`src/rtl/adc_avg_filter.sv`:
```
// Moving-average filter for 8-bit ADC samples over a 2^DEPTH_LOG2 window.
// Define ADC_AVG_OV_FAULT_EN to build the sticky over-voltage flag on the averaged value.
module adc_avg_filter #(
   parameter int         DEPTH_LOG2 = 3,
   parameter logic [7:0] OV_LIMIT   = 8'd230
) (
   input  logic       sys_clk,
   input  logic       rst_n,
   input  logic [7:0] sample_in,
   input  logic       sample_valid,
   input  logic       clear,
   output logic [7:0] avg_out,
   output logic       avg_valid,
   output logic       fill_done,
   output logic       ov_fault
);

   localparam int N     = 1 << DEPTH_LOG2;
   localparam int SUM_W = 8 + DEPTH_LOG2;
   localparam int CNT_W = DEPTH_LOG2 + 1;

   typedef enum logic {FILL, RUN} state_t;

   state_t                  state;
   logic [7:0]              buffer [N];
   logic [SUM_W-1:0]        sum;
   logic [SUM_W-1:0]        sum_next;
   logic [DEPTH_LOG2-1:0]   wr_ptr;
   logic [CNT_W-1:0]        fill_cnt;

   // The outgoing entry is always part of sum, so the subtraction cannot underflow.
   always_comb begin
      sum_next = sum + SUM_W'(sample_in) - SUM_W'(buffer[wr_ptr]);
   end

   always_ff @(posedge sys_clk) begin
      if (!rst_n || clear) begin
         for (int i = 0; i < N; i++) begin
            buffer[i] <= '0;
         end
         sum       <= '0;
         wr_ptr    <= '0;
         fill_cnt  <= '0;
         state     <= FILL;
         avg_out   <= 8'd0;
         avg_valid <= 1'b0;
         fill_done <= 1'b0;
      end else begin
         avg_valid <= 1'b0;
         if (sample_valid) begin
            buffer[wr_ptr] <= sample_in;
            sum            <= sum_next;
            wr_ptr         <= wr_ptr + 1'b1;
            case (state)
               FILL: begin
                  if (fill_cnt != CNT_W'(N)) begin
                     fill_cnt <= fill_cnt + 1'b1;
                  end
                  // The Nth sample completes the window and publishes the first average.
                  if (fill_cnt == CNT_W'(N - 1)) begin
                     state     <= RUN;
                     fill_done <= 1'b1;
                     avg_out   <= sum_next[SUM_W-1:DEPTH_LOG2];
                     avg_valid <= 1'b1;
                  end
               end
               RUN: begin
                  avg_out   <= sum_next[SUM_W-1:DEPTH_LOG2];
                  avg_valid <= 1'b1;
               end
               default: state <= FILL;
            endcase
         end
      end
   end

`ifdef ADC_AVG_OV_FAULT_EN
   // Compares the registered average, so the flag trails the offending update by one cycle.
   always_ff @(posedge sys_clk) begin
      if (!rst_n || clear) begin
         ov_fault <= 1'b0;
      end else if (state == RUN && avg_out > OV_LIMIT) begin
         ov_fault <= 1'b1;
      end
   end
`else
   assign ov_fault = 1'b0;
`endif

endmodule

```
`config.mk`:
```
export PLATFORM = sky130hd
export DESIGN_NAME = adc_avg_filter
export DESIGN_NICKNAME = d
export VERILOG_FILES = /design/src/rtl/adc_avg_filter.sv
export SDC_FILE = /design/constraint.sdc
export NUM_CORES = 1
export LEC_CHECK = 0
export CAP_MARGIN = 15
export CORE_ASPECT_RATIO = 1.25
export CORE_MARGIN = 2
export CORE_UTILIZATION = 40
export CTS_CLUSTER_SIZE = 24
export DETAILED_ROUTE_END_ITERATION = 10
export GPL_TIMING_DRIVEN = 0
export PLACE_DENSITY = 0.67
export SYNTH_ARGS = -nofsm -noshare
export SYNTH_HDL_FRONTEND = slang
export SYNTH_SLANG_ARGS = --single-unit
```
`constraint.sdc`:
```
create_clock -name sys_clk -period 4.2 [get_ports sys_clk]
set_clock_uncertainty 0.2 [all_clocks]
set_input_delay 0.84 -clock sys_clk [delete_from_list [all_inputs] [get_ports sys_clk]]
set_output_delay 0.84 -clock sys_clk [all_outputs]
set_load 0.02 [all_outputs]
```
==> qor.tcl, run 1 <==
set qor(outcome) {finished, final reports clean}
set qor(chipHeight_um) 127.2
set qor(worst_path_dominant_cell_family) {compound AO/OA/AOI/OAI gates}
set qor(route.detailed.drc) 0
set qor(cp_slowest_cell) {sky130_fd_sc_hd__mux4_2}
set qor(worstPathRequired_ns) 4.27
set qor(cts.htree.levels) 3
set qor(drive_gt1_share_pct) 15.16
set qor(ctsHoldBuffers) 0
set qor(synthesis.instances) 414
set qor(drt_pre_antenna_iters) 5
set qor(maxClockFrequency_ghz) 0.2496
set qor(power.clock.fraction_pct) 34.1
set qor(drtIter0Drc) 311
set qor(die_x_um) 102.6
set qor(hold_viol_final) 0
set qor(grt_max_degree) 15
set qor(critPathMaxStageDelay_ns) 0.54
set qor(routed_wire_length_per_instance_um) 17.79
set qor(hold_crit_endpoint) {avg_out[7]}
set qor(timing_max_transition_violations_final) 0
set qor(port-buffer-count) 20
set qor(timing.max_cap.violations) 0
set qor(cts_tree) {built}
set qor(crit_chain) {buf_6, buf_12, mux4_2, mux2_2, fa_1, inv_1, fa_1, a21oi_2, o211ai_1, a211o_1, a21o_1, a21o_1, a21oi_2}
set qor(worst_skew_pair.late_latency_ns) 0.35
set qor(min_period_over_period_pct) 95.39
set qor(cellLeakagePower_uw) 0.002113
set qor(yosys_warning_count) 0
set qor(timing.critical_path.buf_inv) 3
set qor(irDropWorstVdd_mv) 0.2822
set qor(groute.usage.overall_pct) 18.29
set qor(dp_hpwl_mm) 8.065
set qor(power.sequential.fraction_pct) 45.7
set qor(synthDistinctLibCells) 49
set qor(start_util_pct) 40.52
set qor(timing.reg2reg.setup_slack_ns) 0.19
set qor(totalWireLength_mm) 11.01
set qor(comb_power_share_pct) 20.2
set qor(route.antenna.remaining_nets) 0
set qor(grt_overflow_total) 0
set qor(number_of_synthesized_register_bits) 96
set qor(final.setup.worst_slack_ns) 0.1935
set qor(post_syn_nets) 448
set qor(drt-vias-per-instance) 5.376
set qor(antenna_cells_inserted) 0
set qor(place_congestion) 0.8135
set qor(finalSetupViolCount) 0
set qor(syn-cell-area_um2) 4860
set qor(crit_arrival_ns) 4.08
set qor(regToRegEndpoint) {avg_out[7]}
set qor(power.density_cell_area_nw_per_um2) 415.2
set qor(cts_root_buf) {sky130_fd_sc_hd__clkbuf_16}
set qor(timing.hold.worst_path_depth) 2
set qor(crit_path_max_fanout) 10
set qor(timing.setup.critical_path_class) {reg2reg}
set qor(synthArstFlopShare_pct) 0
set qor(rsz0062_at_grt) {false}
set qor(core_um2) 11990
set qor(layout_min_cycle_time_ns) 4.007
set qor(io-pin-count) 23
set qor(cts.path.max_buffers) 2
set qor(final_core_utilization_pct) 46.81
set qor(reg2reg_depth) 13
set qor(grt_first_pass_wirelength_mm) 17.70
set qor(swShare_pct) 26.74
set qor(synth_enable_flop_cells) 64
set qor(cts_num_sinks) 96
set qor(hold-worst-slack_ns) 0.2666
set qor(finish.net_count) 484
set qor(antenna_violations_before_repair) 0
set qor(clkSlewWorstSetupHoldPaths_ns) 0.06
set qor(synth_flop_cell) {sky130_fd_sc_hd__edfxtp_1}
set qor(internal-power_uw) 1708
set qor(tritoncts_buffer_count) 9
set qor(grt_pass1_vias) 3361
set qor(slew_headroom_pct) 43.23
set qor(place_area_um2) 5295
set qor(area.growth.synth_to_final_pct) 15.53
set qor(worstMarginPinSlew_ns) 0.8444
set qor(die_area_um2) 13050
set qor(fin_area_um2) 5614
set qor(syn-mean-instance-area_um2) 11.74
set qor(setup.worst_path.end_class) {register}
set qor(worst_setup_path_start_kind) {register}
set qor(core.rowCount) 45
set qor(yosysSeqAreaShare_pct) 52.73
set qor(origin_of_the_worst_min_delay_path) {avg_out[7]}
set qor(vias) 3328
set qor(net-switching-power_uw) 623.3
set qor(min-delay-path-class) {reg2reg}
set qor(detailedPlace.worstSlack_ns) -0.1634
==> worst min-delay path, stage by stage (launching register included) <==
cell and delay, ns:
sky130_fd_sc_hd__dfxtp_1 0.31, sky130_fd_sc_hd__nand2_1 0.07, sky130_fd_sc_hd__a21oi_2 0.04
==> stage by stage <==
step                      std cells  power [uW]  TNS (ns)
after detailed placement        602        1546   -0.2561
final                           619        2331         0
after global placement          598        1533   -0.1338
after global routing            619        2446         0
after floorplan                 414        1435         0
after CTS                       617        2345         0
==> repair_timing <==
item | in CTS | in global routing
setup buffers | 0 | 0
setup endpoints to repair | 2 | 2
gates resized for setup | 3 | 7
pin swaps | 0 | 2
==> sequential cells by signal, summed over array words and instances (netlist names), named ones only <==
name	flops
fill_done	1
sum	11
avg_out	8
wr_ptr	3
fill_cnt	4
state	1
buffer	64
avg_valid	1
==> layout make-up <==
class | instances | area [um2]
Fill cell | 1094 | 6379
Timing Repair Buffer | 26 | 240.2
Buffer | 25 | 130.1
Tap cell | 164 | 205.2
Multi-Input combinational cell | 251 | 2039
Clock inverter | 4 | 45.04
Clock buffer | 12 | 236.5
Sequential cell | 96 | 2564
Inverter | 41 | 153.9
==> kinds of logic after synthesis <==
group	Yosys count	synth area share, %
other	1	0.07717
flip-flops	96	52.73
AO/OA/AOI/OAI	41	5.742
AND/OR/NAND/NOR	135	14.37
multiplexers	39	12.36
XOR/XNOR	13	2.343
buffers and inverters	67	5.484
adder cells (fa/ha/maj)	22	6.900
==> power by group through the flow <==
| stage | sequential [uW] | combinational (uW) | clock, uW |
|---|---|---|---|
| after detailed placement | 1080 | 461 | 0 |
| after CTS | 1060 | 472 | 808 |
| after global routing | 1070 | 531 | 847 |
| final | 1060 | 471 | 795 |
| after global placement | 1080 | 450 | 0 |
| after floorplan | 1080 | 357 | 0 |
==> layout by cell type (no fill, tap or decap), types with 14 or more instances in the layout <==
cell type and count:
sky130_fd_sc_hd__nor3_1 34, sky130_fd_sc_hd__clkdlybuf4s50_1 20, sky130_fd_sc_hd__edfxtp_1 64, sky130_fd_sc_hd__nor2_1 30, sky130_fd_sc_hd__mux4_2 16, sky130_fd_sc_hd__ha_1 14, sky130_fd_sc_hd__mux2i_1 15, sky130_fd_sc_hd__nand2_1 16
sky130_fd_sc_hd__and2_1 16, sky130_fd_sc_hd__dfxtp_1 31, sky130_fd_sc_hd__clkbuf_1 17, sky130_fd_sc_hd__inv_1 33, sky130_fd_sc_hd__nor4_1 17
==> metal layers <==
layer,track usage [%],wire length [um],vias to the layer above
met5,0,0,-
met4,7.216,298,0
met3,3.993,686,17
met2,31.91,5923,107
met1,21.67,4103,1636
li1,-,-,1568
==> worst max-delay path by stage <==
stage | from | endpoint | slack [ns] | cells after the start
detailed placement | register | sum[10] | -0.16 | 13
floorplan | register | avg_out[7] | 0.39 | 13
finish | register | avg_out[7] | 0.19 | 13
global route | register | avg_out[7] | 0.01 | 13
CTS | register | avg_out[7] | 0.02 | 13
global placement | register | sum[10] | -0.09 | 13
==> cell usage after synthesis, types with 2 or more instances <==
master / n / area share, %
sky130_fd_sc_hd__xor2_1: 4 / 0.72
sky130_fd_sc_hd__or3_1: 2 / 0.26
sky130_fd_sc_hd__clkbuf_1: 14 / 1.1
sky130_fd_sc_hd__dfxtp_1: 32 / 13
sky130_fd_sc_hd__a21o_1: 3 / 0.46
sky130_fd_sc_hd__o21ai_1: 2 / 0.21
sky130_fd_sc_hd__and2_1: 16 / 2.1
sky130_fd_sc_hd__a21oi_1: 6 / 0.62
sky130_fd_sc_hd__buf_4: 2 / 0.31
sky130_fd_sc_hd__nand2_1: 16 / 1.2
sky130_fd_sc_hd__mux2i_1: 15 / 3.1
sky130_fd_sc_hd__a211oi_1: 2 / 0.31
sky130_fd_sc_hd__nor3_1: 34 / 3.5
sky130_fd_sc_hd__nand3_1: 6 / 0.62
sky130_fd_sc_hd__inv_2: 8 / 0.62
sky130_fd_sc_hd__o21ai_0: 8 / 0.82
sky130_fd_sc_hd__inv_1: 33 / 2.5
sky130_fd_sc_hd__a21oi_2: 3 / 0.54
sky130_fd_sc_hd__fa_1: 8 / 3.3
sky130_fd_sc_hd__ha_1: 14 / 3.6
sky130_fd_sc_hd__nor4_2: 2 / 0.51
sky130_fd_sc_hd__o211a_1: 2 / 0.41
sky130_fd_sc_hd__nand2b_1: 4 / 0.51
sky130_fd_sc_hd__buf_1: 4 / 0.31
sky130_fd_sc_hd__mux2_2: 8 / 1.9
sky130_fd_sc_hd__mux4_2: 16 / 7.4
sky130_fd_sc_hd__nor2_1: 30 / 2.3
sky130_fd_sc_hd__xnor2_1: 9 / 1.6
sky130_fd_sc_hd__edfxtp_1: 64 / 40
sky130_fd_sc_hd__nor2b_1: 3 / 0.39
sky130_fd_sc_hd__a31oi_1: 2 / 0.26
sky130_fd_sc_hd__nor4_1: 17 / 2.2
sky130_fd_sc_hd__buf_2: 6 / 0.62
sky130_fd_sc_hd__o31ai_1: 4 / 0.62
(Power assumes the default switching activity.)
==> run 2, diff against run 1 <==
==> constraint.sdc (replaced) <==
create_clock -name sys_clk -period 4.2 [get_ports sys_clk]
set_clock_uncertainty 0.2 [all_clocks]
set_input_delay 0.84 -clock sys_clk [delete_from_list [all_inputs] [get_ports sys_clk]]
set_output_delay 0.84 -clock sys_clk [all_outputs]
set_load 0.1 [all_outputs]
==> results of run 2 <==
The final DEF is identical to that of run 1. Status: finished, final reports clean.
Main changes from that run: total power 2331 uW -> 2334 uW
==> run 3, diff against run 2 <==
--- a/config.mk
+++ b/config.mk
@@ -12,6 +12,7 @@
 export CTS_CLUSTER_SIZE = 24
 export DETAILED_ROUTE_END_ITERATION = 10
 export GPL_TIMING_DRIVEN = 0
+export MAX_ROUTING_LAYER = met4
 export PLACE_DENSITY = 0.67
 export SYNTH_ARGS = -nofsm -noshare
 export SYNTH_HDL_FRONTEND = slang
==> run 3 against run 2 <==
Compared with the run above: sequential share of layout area unchanged; first-iteration DRC count down 23%; wire length down 0.34%; cell count unchanged; non-clock buffer count unchanged; global-route usage up 0.46 points; sequential power about the same; via count down 0.42%; utilization unchanged; total power up 0.13%; maximum frequency about the same; critical endpoint unchanged.
==> qor.tcl, run 3 (synthesized netlist as in run 1, its figures left out) <==
set qor(critPathMaxStageDelay_ns) 0.54
set qor(largest_reg_flops) 64
set qor(grt_overflow_total) 0
set qor(cp_slowest_cell) {sky130_fd_sc_hd__mux4_2}
set qor(io-pin-count) 23
set qor(maxClockFrequency_ghz) 0.2497
set qor(cellLeakagePower_uw) 0.002113
set qor(grt_max_degree) 15
set qor(worstMarginPinSlew_ns) 0.9779
set qor(final_core_utilization_pct) 46.81
set qor(layout_top_registers) {buffer x64, sum x11, avg_out x8}
set qor(final.fill_count) 1094
set qor(timing.setup.critical_path_class) {reg2reg}
set qor(grt_first_pass_wirelength_mm) 17.63
set qor(outcome) {finished, final reports clean}
set qor(worst_setup_path_start_kind) {register}
set qor(die_x_um) 102.6
set qor(area.growth.synth_to_final_pct) 15.53
set qor(drt-vias-per-instance) 5.354
set qor(slew_headroom_pct) 34.60
set qor(timing.max_cap.violations) 0
set qor(worst_skew_pair.late_latency_ns) 0.35
set qor(cts.path.max_buffers) 2
set qor(irDropWorstVdd_mv) 0.2817
set qor(cts_tree) {built}
set qor(tritoncts_buffer_count) 9
set qor(fin_area_um2) 5614
set qor(antenna_cells_inserted) 0
set qor(start_util_pct) 40.52
set qor(totalWireLength_mm) 10.97
set qor(groute.usage.overall_pct) 18.75
set qor(most-common-layout-cells) {64 x sky130_fd_sc_hd__edfxtp_1, 34 x sky130_fd_sc_hd__nor3_1, 33 x sky130_fd_sc_hd__inv_1}
set qor(grt_pass1_vias) 3386
set qor(crit_arrival_ns) 4.08
set qor(finish.net_count) 484
set qor(layout_commonest_cell) {sky130_fd_sc_hd__edfxtp_1}
set qor(post_cts.repair.setup_buffers) 0
set qor(rsz0062_at_grt) {false}
set qor(worstPathRequired_ns) 4.28
set qor(min_period_over_period_pct) 95.35
set qor(core_um2) 11990
set qor(drtIter0Drc) 239
set qor(hold_viol_final) 0
set qor(route.antenna.remaining_nets) 0
set qor(cts_num_sinks) 96
set qor(min-delay-path-class) {reg2reg}
set qor(place_area_um2) 5295
set qor(crit_chain) {buf_6, buf_12, mux4_2, mux2_2, fa_1, inv_1, fa_1, a21oi_2, o211ai_1, a211o_1, a21o_1, a21o_1, a21oi_2}
set qor(power.density_cell_area_nw_per_um2) 416.3
set qor(largest_register) {buffer}
set qor(route.detailed.drc) 0
set qor(chipHeight_um) 127.2
set qor(cts_root_buf) {sky130_fd_sc_hd__clkbuf_16}
set qor(die_area_um2) 13050
set qor(routed_wire_length_per_instance_um) 17.73
set qor(drive_gt1_share_pct) 15.16
set qor(drt_pre_antenna_iters) 6
set qor(clkSlewWorstSetupHoldPaths_ns) 0.06
set qor(timing_max_transition_violations_final) 0
set qor(origin_of_the_worst_min_delay_path) {avg_out[7]}
set qor(vias) 3314
set qor(finalSetupViolCount) 0
set qor(setup.worst_path.end_class) {register}
set qor(cts.htree.levels) 3
set qor(place_congestion) 0.8255
set qor(port-buffer-count) 20
set qor(layout_min_cycle_time_ns) 4.005
set qor(crit_path_max_fanout) 10
set qor(antenna_violations_before_repair) 0
set qor(dp_hpwl_mm) 8.065
set qor(core.rowCount) 45
-- run 3: cell counts in the layout (fill, tap and decap cells not counted) --
Identical to the previous run, type by type.
-- run 3: cell type report --
| type | instances | area (um2) | share of cell area (%) |
|---|---|---|---|
| Timing Repair Buffer | 26 | 240.2 | 4.279 |
| Clock inverter | 4 | 45.04 | 0.8023 |
| Buffer | 25 | 130.1 | 2.318 |
| Multi-Input combinational cell | 251 | 2039 | 36.33 |
| Clock buffer | 12 | 236.5 | 4.212 |
| Tap cell | 164 | 205.2 | 3.655 |
| Inverter | 41 | 153.9 | 2.741 |
| Sequential cell | 96 | 2564 | 45.67 |
-- run 3: critical path, delay by kind of cell (launching register included) --
kind / cells / cell delay [ns]
AOI/OAI and AO/OA: 6 / 1.16
adders and majority gates: 2 / 0.97
buffers and inverters: 3 / 0.40
DFF: 1 / 0.34
muxes: 2 / 0.85
-- run 3: worst paths after layout --
path / end / slack (ns) / depth (start not counted)
worst max-delay path: avg_out[7] / 0.20 / 13
worst max register to register: avg_out[7] / 0.20 / 13
worst min register to register: avg_out[7] / 0.27 / 2
worst min-delay path: avg_out[7] / 0.27 / 2
-- run 3: report_power, final --
part / total (uW) / switching (uW) / internal, uW
clock network: 798 / 340 / 459
logic: 474 / 273 / 201
registers: 1060 / 16.7 / 1050
-- run 3: what timing repair did --
item / in CTS / in global routing
pin swaps: 0 / 2
cloned: 0 / 0
endpoints found under the setup margin: 2 / 2
hold buffers: 0 / 0
resized for setup: 3 / 7
-- run 3: through the flow --
step                total power (uW)  cells  TNS, ns  setup WS [ns]  hold slack [ns]
CTS                             2348    617        0        0.01659           0.2671
detailed placement              1549    602  -0.2561        -0.1634           0.2552
global route                    2449    619        0        0.01228           0.2975
global placement                1536    598  -0.1338       -0.08546           0.2547
floorplan                       1438    414        0         0.3874           0.2588
finish                          2337    619        0         0.1955           0.2667
-- run 3: layer usage --
| layer | vias up | track usage [%] | routed length [um] |
|---|---|---|---|
| met5 | - | - | 0 |
| met4 | 0 | 7.686 | 369 |
| met2 | 123 | 31.87 | 5831 |
| met1 | 1604 | 21.41 | 4089 |
| met3 | 22 | 3.775 | 683 |
| li1 | 1565 | - | - |
